===== config.mk =====
export PLATFORM = sky130hd
export DESIGN_NAME = draw_bmap_span
export DESIGN_NICKNAME = d
export VERILOG_FILES = /design/src/rtl/draw_pkg.sv /design/src/rtl/draw_addr_gen.sv /design/src/rtl/draw_bmap_span.sv
export SDC_FILE = /design/constraint.sdc
export NUM_CORES = 2
export LEC_CHECK = 0
export ABC_AREA = 1
export CAP_MARGIN = 20
export CORE_MARGIN = 5
export CORE_UTILIZATION = 30
export CTS_CLUSTER_DIAMETER = 80
export DETAILED_ROUTE_END_ITERATION = 6
export GPL_TIMING_DRIVEN = 0
export PLACE_DENSITY_LB_ADDON = 0.12
export SYNTH_ARGS = -nofsm -noshare
export SYNTH_HDL_FRONTEND = slang
export SYNTH_SLANG_ARGS = --single-unit

===== constraint.sdc =====
create_clock -name aclk -period 10.57 [get_ports aclk]
set_input_delay 3.171 -clock aclk [delete_from_list [all_inputs] [get_ports aclk]]
set_output_delay 3.171 -clock aclk [all_outputs]
set_load 0.02 [all_outputs]

===== src/rtl/draw_pkg.sv =====
// Shared types and helpers for the bitmap span writer.
package draw_pkg;

  // Signed 16.16 fixed-point coordinate.
  typedef logic signed [31:0] coord_t;

  typedef enum logic [1:0] {IDLE, RUN, DONE} state_t;

  // Integer part of a 16.16 coordinate (arithmetic shift, truncated to 16 bits).
  function automatic logic signed [15:0] coord_int(input coord_t c);
    return c[31:16];
  endfunction

  // Enable for one byte of the memory word: set when the byte falls inside the pixel lane.
  function automatic logic be_bit(input int unsigned byte_idx, input int unsigned lane,
                                  input int unsigned pix_bytes);
    return (byte_idx >= lane * pix_bytes) && (byte_idx < (lane + 1) * pix_bytes);
  endfunction

endpackage


===== src/rtl/draw_addr_gen.sv =====
// Combinational clip test and framebuffer address / byte-enable generation.
module draw_addr_gen
  import draw_pkg::*;
#(
  parameter int unsigned DATA_WIDTH  = 32,
  parameter int unsigned ADDR_WIDTH  = 32,
  parameter int unsigned PIXEL_WIDTH = 16
) (
  input  logic signed [15:0]         i_x,
  input  logic signed [15:0]         i_y,
  input  logic [ADDR_WIDTH-1:0]      i_base,
  input  logic [15:0]                i_wmod,
  input  logic [15:0]                i_clip_x,
  input  logic [15:0]                i_clip_y,
  output logic                       o_clipped,
  output logic [ADDR_WIDTH-1:0]      o_addr,
  output logic [DATA_WIDTH/8-1:0]    o_be
);

  localparam int unsigned PIX_BYTES  = PIXEL_WIDTH / 8;
  localparam int unsigned WORD_BYTES = DATA_WIDTH / 8;
  localparam int unsigned OFF_BITS   = $clog2(WORD_BYTES);

  logic [ADDR_WIDTH-1:0] w_idx;
  logic [ADDR_WIDTH-1:0] w_baddr;
  logic [OFF_BITS-1:0]   w_boff;
  int unsigned           w_lane;

  // Clip against [0, clip] and compute word address plus lane enables.
  always_comb begin
    o_clipped = i_x[15] | i_y[15] | ($unsigned(i_x) > i_clip_x) | ($unsigned(i_y) > i_clip_y);
    w_idx     = ADDR_WIDTH'($unsigned(i_y)) * ADDR_WIDTH'(i_wmod) + ADDR_WIDTH'($unsigned(i_x));
    w_baddr   = i_base + w_idx * ADDR_WIDTH'(PIX_BYTES);
    w_boff    = w_baddr[OFF_BITS-1:0];
    w_lane    = 32'(w_boff) / PIX_BYTES;
    o_addr    = {w_baddr[ADDR_WIDTH-1:OFF_BITS], OFF_BITS'(0)};
    o_be      = '0;
    for (int b = 0; b < WORD_BYTES; b++) begin
      o_be[b] = be_bit(b, w_lane, PIX_BYTES);
    end
  end

endmodule


===== src/rtl/draw_bmap_span.sv =====
// Walks a pixel span along a 16.16 vector, clips, skips transparent pixels and
// issues byte-enabled word writes through a one-entry write stage.
module draw_bmap_span
  import draw_pkg::*;
#(
  parameter int unsigned DATA_WIDTH  = 32,
  parameter int unsigned ADDR_WIDTH  = 32,
  parameter int unsigned PIXEL_WIDTH = 16,
  parameter int unsigned CNT_WIDTH   = 16
) (
  input  logic                      aclk,
  input  logic                      areset,
  input  logic                      req,
  input  logic                      abort,
  input  logic [ADDR_WIDTH-1:0]     base_addr,
  input  logic [15:0]               wmod,
  input  logic [31:0]               xcur_in,
  input  logic [31:0]               ycur_in,
  input  logic [31:0]               hdx,
  input  logic [31:0]               hdy,
  input  logic [CNT_WIDTH-1:0]      cnt_in,
  input  logic [15:0]               clip_x,
  input  logic [15:0]               clip_y,
  input  logic                      transparent_en,
  output logic                      pix_req,
  input  logic                      pix_resp,
  input  logic [PIXEL_WIDTH-1:0]    pixel,
  input  logic                      pix_transparent,
  output logic                      mem_wr,
  output logic [ADDR_WIDTH-1:0]     mem_addr,
  output logic [DATA_WIDTH-1:0]     mem_wdata,
  output logic [DATA_WIDTH/8-1:0]   mem_be,
  input  logic                      mem_gnt,
  output logic                      busy,
  output logic                      done,
  output logic [CNT_WIDTH-1:0]      wr_count
);

  state_t                  r_state, w_state_next;
  coord_t                  r_xcur, r_ycur, r_hdx, r_hdy;
  logic [ADDR_WIDTH-1:0]   r_base;
  logic [15:0]             r_wmod, r_clip_x, r_clip_y;
  logic                    r_transp_en;
  logic [CNT_WIDTH-1:0]    r_remaining;
  logic                    r_wr;
  logic [ADDR_WIDTH-1:0]   r_addr;
  logic [DATA_WIDTH-1:0]   r_wdata;
  logic [DATA_WIDTH/8-1:0] r_be;
  logic [CNT_WIDTH-1:0]    r_wr_count;

  logic                    w_clipped, w_skip, w_xfer;
  logic [ADDR_WIDTH-1:0]   w_addr;
  logic [DATA_WIDTH/8-1:0] w_be;

  draw_addr_gen #(
    .DATA_WIDTH  (DATA_WIDTH),
    .ADDR_WIDTH  (ADDR_WIDTH),
    .PIXEL_WIDTH (PIXEL_WIDTH)
  ) u_addr_gen (
    .i_x       (coord_int(r_xcur)),
    .i_y       (coord_int(r_ycur)),
    .i_base    (r_base),
    .i_wmod    (r_wmod),
    .i_clip_x  (r_clip_x),
    .i_clip_y  (r_clip_y),
    .o_clipped (w_clipped),
    .o_addr    (w_addr),
    .o_be      (w_be)
  );

  assign w_xfer   = pix_req & pix_resp;
  assign w_skip   = w_clipped | (r_transp_en & pix_transparent);
  assign mem_wr   = r_wr;
  assign mem_addr = r_addr;
  assign mem_wdata = r_wdata;
  assign mem_be   = r_be;
  assign wr_count = r_wr_count;

  // State register.
  always_ff @(posedge aclk or posedge areset) begin
    if (areset) r_state <= IDLE;
    else        r_state <= w_state_next;
  end

  // Next state and handshake/status outputs; a fetch may overlap a granting write.
  always_comb begin
    w_state_next = r_state;
    pix_req      = 1'b0;
    busy         = (r_state != IDLE);
    done         = (r_state == DONE);
    unique case (r_state)
      IDLE: if (req) w_state_next = (cnt_in == '0) ? DONE : RUN;
      RUN: begin
        pix_req = (r_remaining != '0) && !abort && (!r_wr || mem_gnt);
        // Finish once nothing more will be fetched and the write stage drains this cycle.
        if (((r_remaining == '0) || abort) && (!r_wr || mem_gnt)) w_state_next = DONE;
      end
      DONE: w_state_next = IDLE;
      default: w_state_next = IDLE;
    endcase
  end

  // Operand latch, coordinate stepping, write stage and write counter.
  always_ff @(posedge aclk or posedge areset) begin
    if (areset) begin
      r_xcur      <= '0;
      r_ycur      <= '0;
      r_hdx       <= '0;
      r_hdy       <= '0;
      r_base      <= '0;
      r_wmod      <= '0;
      r_clip_x    <= '0;
      r_clip_y    <= '0;
      r_transp_en <= 1'b0;
      r_remaining <= '0;
      r_wr        <= 1'b0;
      r_addr      <= '0;
      r_wdata     <= '0;
      r_be        <= '0;
      r_wr_count  <= '0;
    end else begin
      if (r_state == IDLE && req) begin
        r_xcur      <= xcur_in;
        r_ycur      <= ycur_in;
        r_hdx       <= hdx;
        r_hdy       <= hdy;
        r_base      <= base_addr;
        r_wmod      <= wmod;
        r_clip_x    <= clip_x;
        r_clip_y    <= clip_y;
        r_transp_en <= transparent_en;
        r_remaining <= cnt_in;
        r_wr_count  <= '0;
      end
      if (w_xfer) begin
        r_xcur      <= r_xcur + r_hdx;
        r_ycur      <= r_ycur + r_hdy;
        r_remaining <= r_remaining - CNT_WIDTH'(1);
      end
      if (w_xfer && !w_skip) begin
        r_wr    <= 1'b1;
        r_addr  <= w_addr;
        r_wdata <= {(DATA_WIDTH / PIXEL_WIDTH){pixel}};
        r_be    <= w_be;
      end else if (mem_gnt) begin
        r_wr <= 1'b0;
      end
      if (r_wr && mem_gnt) r_wr_count <= r_wr_count + CNT_WIDTH'(1);
    end
  end

endmodule

After elaboration in Yosys (flattened, before gate mapping)
Cells that the tools add are included.

Bits of input ports: 248. Logic and storage cells: 83. Flip-flop bits (word level): 310. Output and inout bits: 88.

Reductions and logical operators: 24. $lt $le $gt $ge: 10. Multiplexer cells: 15. Eq/ne operators: 4. Add/subtract/negate cells: 7. Multipliers: 1. Bitwise gates (word level): 6.

Operator list (count): two-way mux 32 bit (4); adder 32 bit (3); < comparator 1 x 32 -> 1 bit (first input constant) (2); < comparator 2 x 32 -> 1 bit (first input constant) (2); two-way mux 16 bit (4); > comparator 16 bit (2); logical NOT 16 bit (2); adder 31 x 16 -> 31 bit (1); multiplier 16 x 16 -> 31 bit (1); adder 16 x 1 -> 16 bit (second input constant) (1); nonzero test 16 bit (1); subtractor 16 x 1 -> 16 bit (second input constant) (1); logical AND 1 bit (10); nonzero test 2 bit (4); two-way mux 2 bit (3); greater-or-equal comparator 1 x 2 -> 1 bit (first input constant) (2); greater-or-equal comparator 2 bit (first input constant) (2); inequality test 2 bit (second input constant) (2); OR 1 bit (4); one-hot mux 2 bit (2 select lines) (1); logical NOT 1 bit (3); two-way mux 1 bit (3); adder 1 x 1 -> 2 bit (second input constant) (1); AND 1 bit (2); other kinds (5) (6).

Depth between registers and ports, before layout
Word-level depth: 7. Depth in mapped cells: 38. Mapped depth without buffers: 36.

Modules after synthesis
From an unflattened synthesis, not the netlist that was laid out.

Cells, all modules: 4404. Area total of the unflattened synthesis: 30002.5 sq um.

Modules (own cells, without submodules): draw_bmap_span (cells each 2545, sequential area each 7407.1 sq um, area each 17431.7 sq um, instances 1); draw_addr_gen (cells each 1859, sequential area each 0.0 sq um, area each 12570.8 sq um, instances 1).

Worst setup path after synthesis
No wires, ideal clock.

Path type: input to output. Start: input mem_gnt. End: output pix_req. Cell stages on the path: 4. Path slack: 3.799 ns. Required time: 7.399 ns. Buffers on the path: 0. Data arrival time: 3.600 ns. Cell sequence: nor2_1 -> inv_1 -> nand4_4 -> inv_2.

Word-level cells in the longest chain between the ends: 3.

Ends and longest elaborated chain: start: declaration (RTL line draw_bmap_span.sv:33) `input logic mem_gnt,`; logical OR 1 bit (RTL line draw_bmap_span.sv:94) `pix_req = (r_remaining != '0) && !abort && (!r_wr || mem_gnt);`; logical AND 1 bit (RTL line draw_bmap_span.sv:94); two-way mux 1 bit (RTL line draw_bmap_span.sv:91) `unique case (r_state)`; end: declaration (RTL line draw_bmap_span.sv:25) `output logic pix_req,`.

Every way passes these cells.

Worst setup path in the final report
Start: register r_ycur[16]. End: register r_addr[31], in the netlist mem_addr[31].

Word-level cells in the longest chain between the ends: 5. Elaborated cells between the ends (all ways): 8. Classes of those cells: 2 x add/sub; 1 x mul; 1 x order compare; 2 x bitwise; 2 x reduce/logical.

Ends and longest elaborated chain: start: declaration (RTL line draw_bmap_span.sv:40) `coord_t r_xcur, r_ycur, r_hdx, r_hdy;`; start signal: assignment (RTL line draw_bmap_span.sv:124) `r_ycur <= ycur_in;`; start signal: assignment (RTL line draw_bmap_span.sv:137) `r_ycur <= r_ycur + r_hdy;`; parallel branches: the longest is 5 deep, another holds adder 32 bit; end signal: assignment (RTL line draw_bmap_span.sv:142) `r_addr <= w_addr;`; end: declaration (RTL line draw_bmap_span.sv:46) `logic [ADDR_WIDTH-1:0] r_addr;`.

Parallel ways; which one is timed is not known. A chain may end at the register's enable or synchronous reset.

==> results.py <==
metrics = {
    "outcome": {
        "outcome": "finished clean",
    },
    "global_route": {
        "grt_max_degree": 40,
        "grt_pass1_wl_um": 168000,
        "antenna_found_initial": 15,
        "grt_overflow": 0,
        "grt_pass1_vias": 27700,
        "grt_use_total_pct": 21.2,
    },
    "clock_network": {
        "cts_tree": "done",
        "clock_latency_ns": 0.63,
        "cts_sinks": 291,
        "cts_setup_buffers": 0,
        "hold_buffers": 0,
        "htree_levels": 2,
        "clkTransAtPathRegs_ns": 0.06,
        "clockBufferDepth": 3,
        "numCtsBuffers": 43,
        "cts_root_buf": "clkbuf_16",
        "cts_resized": 0,
    },
    "yosys": {
        "synth_ff_type": "dfrtp_1",
        "yosysMostFrequentCell": "nand2_1",
        "synthTopCellsByArea": "dfrtp_1 (25%), nand2_1 (20%), fa_1 (15%)",
        "synth_area_mm2": 0.0288,
        "synth_seq_cells": 291,
        "ys_seq_area_share_pct": 25.2,
        "ys_types": 49,
        "async_flop_share_pct": 100,
        "yosysTopAreaCell": "dfrtp_1",
        "synth_common_cells": "nand2_1 (1,547), inv_1 (701), dfrtp_1 (291)",
        "synth_warnings": 0,
        "syn_inst": 4143,
        "synth_edf_count": 0,
        "avgSynthCellArea_um2": 6.96,
        "synth.top_cell.area_share_pct": 25.2,
    },
    "hold_path": {
        "worstHoldStart": "mem_addr[31]$_DFFE_PP0P_",
        "whs_path_depth": 2,
        "whs_endpoint": "mem_addr[31]$_DFFE_PP0P_",
        "hold_class": "reg2reg",
    },
    "drt": {
        "antenna_left": 0,
        "first_iter_violations": 1799,
        "drcViolationCount": 0,
        "viasPerCell": 4.60,
        "dr.pass1.iters": 6,
        "routedWlPerCell_um": 18.7,
        "vias": 26800,
        "wirelength_um": 109000,
    },
    "setup_path": {
        "worstSetupStartpointType": "flip-flop",
        "path_max_fanout": 10,
        "r2r_cells": 33,
        "cp-end-kind": "flip-flop",
        "r2r-start": "r_ycur[16]$_DFFE_PP0P_",
        "worstSetupPathType": "reg2reg",
        "cp.required_ns": 11.12,
        "cp_common_cell": "nand2_1",
        "arrival_ns": 9.15,
        "regToRegSetupSlack_ns": 1.97,
        "worstReg2RegEnd": "mem_addr[31]$_DFFE_PP0P_",
        "slowest_delay_ns": 0.73,
        "slowest_stage": "clkbuf_1",
    },
    "cells_and_area": {
        "fin_area_mm2": 0.0353,
        "final_cell_count_no_fill": 5828,
        "final_nets": 5220,
        "drive_gt1_share_pct": 3.53,
        "fillCellCount": 10300,
        "areaGrowthSynthToFinish_pct": 22.4,
    },
    "timing": {
        "skew_ns": 0.0397,
        "hold_violations": 0,
        "final_max_slew_viol_count": 0,
        "grt_setup_unrepaired": "false",
        "fin_tns_setup_ns": 0,
        "worst_pin_slew_ns": 0.967,
        "setup_violations": 0,
        "final.period_utilization_pct": 81.4,
        "min_period_ns": 8.60,
        "slew_headroom_pct": 35.5,
        "max_freq_ghz": 0.116,
    },
    "placement": {
        "dp.cells": 5750,
        "dp_hpwl_um": 90400,
        "numPortBuffers": 332,
        "dpl_cell_area_mm2": 0.0339,
        "gp_congestion": 0.926,
    },
    "floorplan": {
        "core_area_mm2": 0.0952,
        "die_h_um": 320,
        "die_w_um": 320,
        "rows": 113,
        "io_pins": 336,
        "start_util_pct": 30.3,
        "dieArea_mm2": 0.102,
    },
    "run": {
        "maxCapViolations": 0,
    },
}
-- registers in the layout, indices dropped and copies added (netlist names), 30 cells and up --
name	count
r_hdx	32
r_hdy	32
r_xcur	32
r_ycur	32
r_base	31
mem_addr	30
-- per-stage QoR --
stage          setup WS [ns]  utilization [%]  hold WS, ns
2_1_floorplan           3.54                -        0.450
4_1_cts                 1.98             37.1        0.480
6_report                1.97             37.1        0.475
3_3_place_gp           0.623             35.5        0.463
3_5_place_dp            2.06             35.7        0.468
5_1_grt                 1.41             37.1        0.502
-- metal layers --
metal	vias up	track usage (%)	wire length (µm)
met3	115	4.21	6820
met4	10	5.40	2740
met1	12700	30.8	52900
li1	13400	-	-
met2	617	32.5	46500
met5	-	0	62
-- cells by family after synthesis --
logic type | synth area share, %
AO/OA/AOI/OAI | 7.21
XOR/XNOR | 2.46
other | 0.0130
AND/OR/NAND/NOR | 28.5
flip-flops | 25.2
adder cells (fa/ha/maj) | 24.7
multiplexers | 0.0347
buffers and inverters | 11.8
-- worst max-delay path by stage --
stage	end	slack, ns	start
3_3_place_gp	r_base[27]$_DFFE_PP0P_	0.62	areset
5_1_grt	mem_addr[31]$_DFFE_PP0P_	1.41	r_ycur[20]$_DFFE_PP0P_
4_1_cts	mem_addr[31]$_DFFE_PP0P_	1.98	r_ycur[16]$_DFFE_PP0P_
6_report	mem_addr[31]$_DFFE_PP0P_	1.97	r_ycur[16]$_DFFE_PP0P_
3_5_place_dp	mem_addr[31]$_DFFE_PP0P_	2.06	r_ycur[16]$_DFFE_PP0P_
2_1_floorplan	mem_addr[10]$_DFFE_PP0P_	3.54	areset
-- cell usage in the layout, fill, tap and decap left out, drive strengths merged, types with 5 or more instances in the layout --
master	count
xnor2	15
nor2	290
a21oi	199
clkdlybuf4s50	332
clkbuf	141
clkinv	7
nand2	1548
nand3	155
o21ai	151
nand4	32
inv	707
o21bai	15
nor4	5
xor2	66
nor3	32
ha	230
dfrtp	291
fa	212
a22oi	5
a21o	7
buf	88
-- final cells by class --
type	instances	area, µm²	share of cell area, %
Antenna cell	3	7.51	0.0213
Sequential cell	291	7280	20.6
Buffer	158	779	2.21
Clock buffer	62	1240	3.50
Inverter	703	2640	7.48
Timing Repair Buffer	341	3500	9.92
Tap cell	1265	1580	4.48
Multi-Input combinational cell	2992	18100	51.4
Clock inverter	13	129	0.365
-- critical path, delay by kind of cell (launching register included) --
family / cells / cell delay (ns)
fa+ha+maj: 8 / 4.07
flops: 1 / 0.36
buf+inv: 7 / 1.79
simple gates: 16 / 1.90
compound gates: 1 / 0.25
xor+xnor: 1 / 0.14
Power is not shown: default switching activity piles up to over one toggle a cycle in this logic, so the estimate is an artifact.
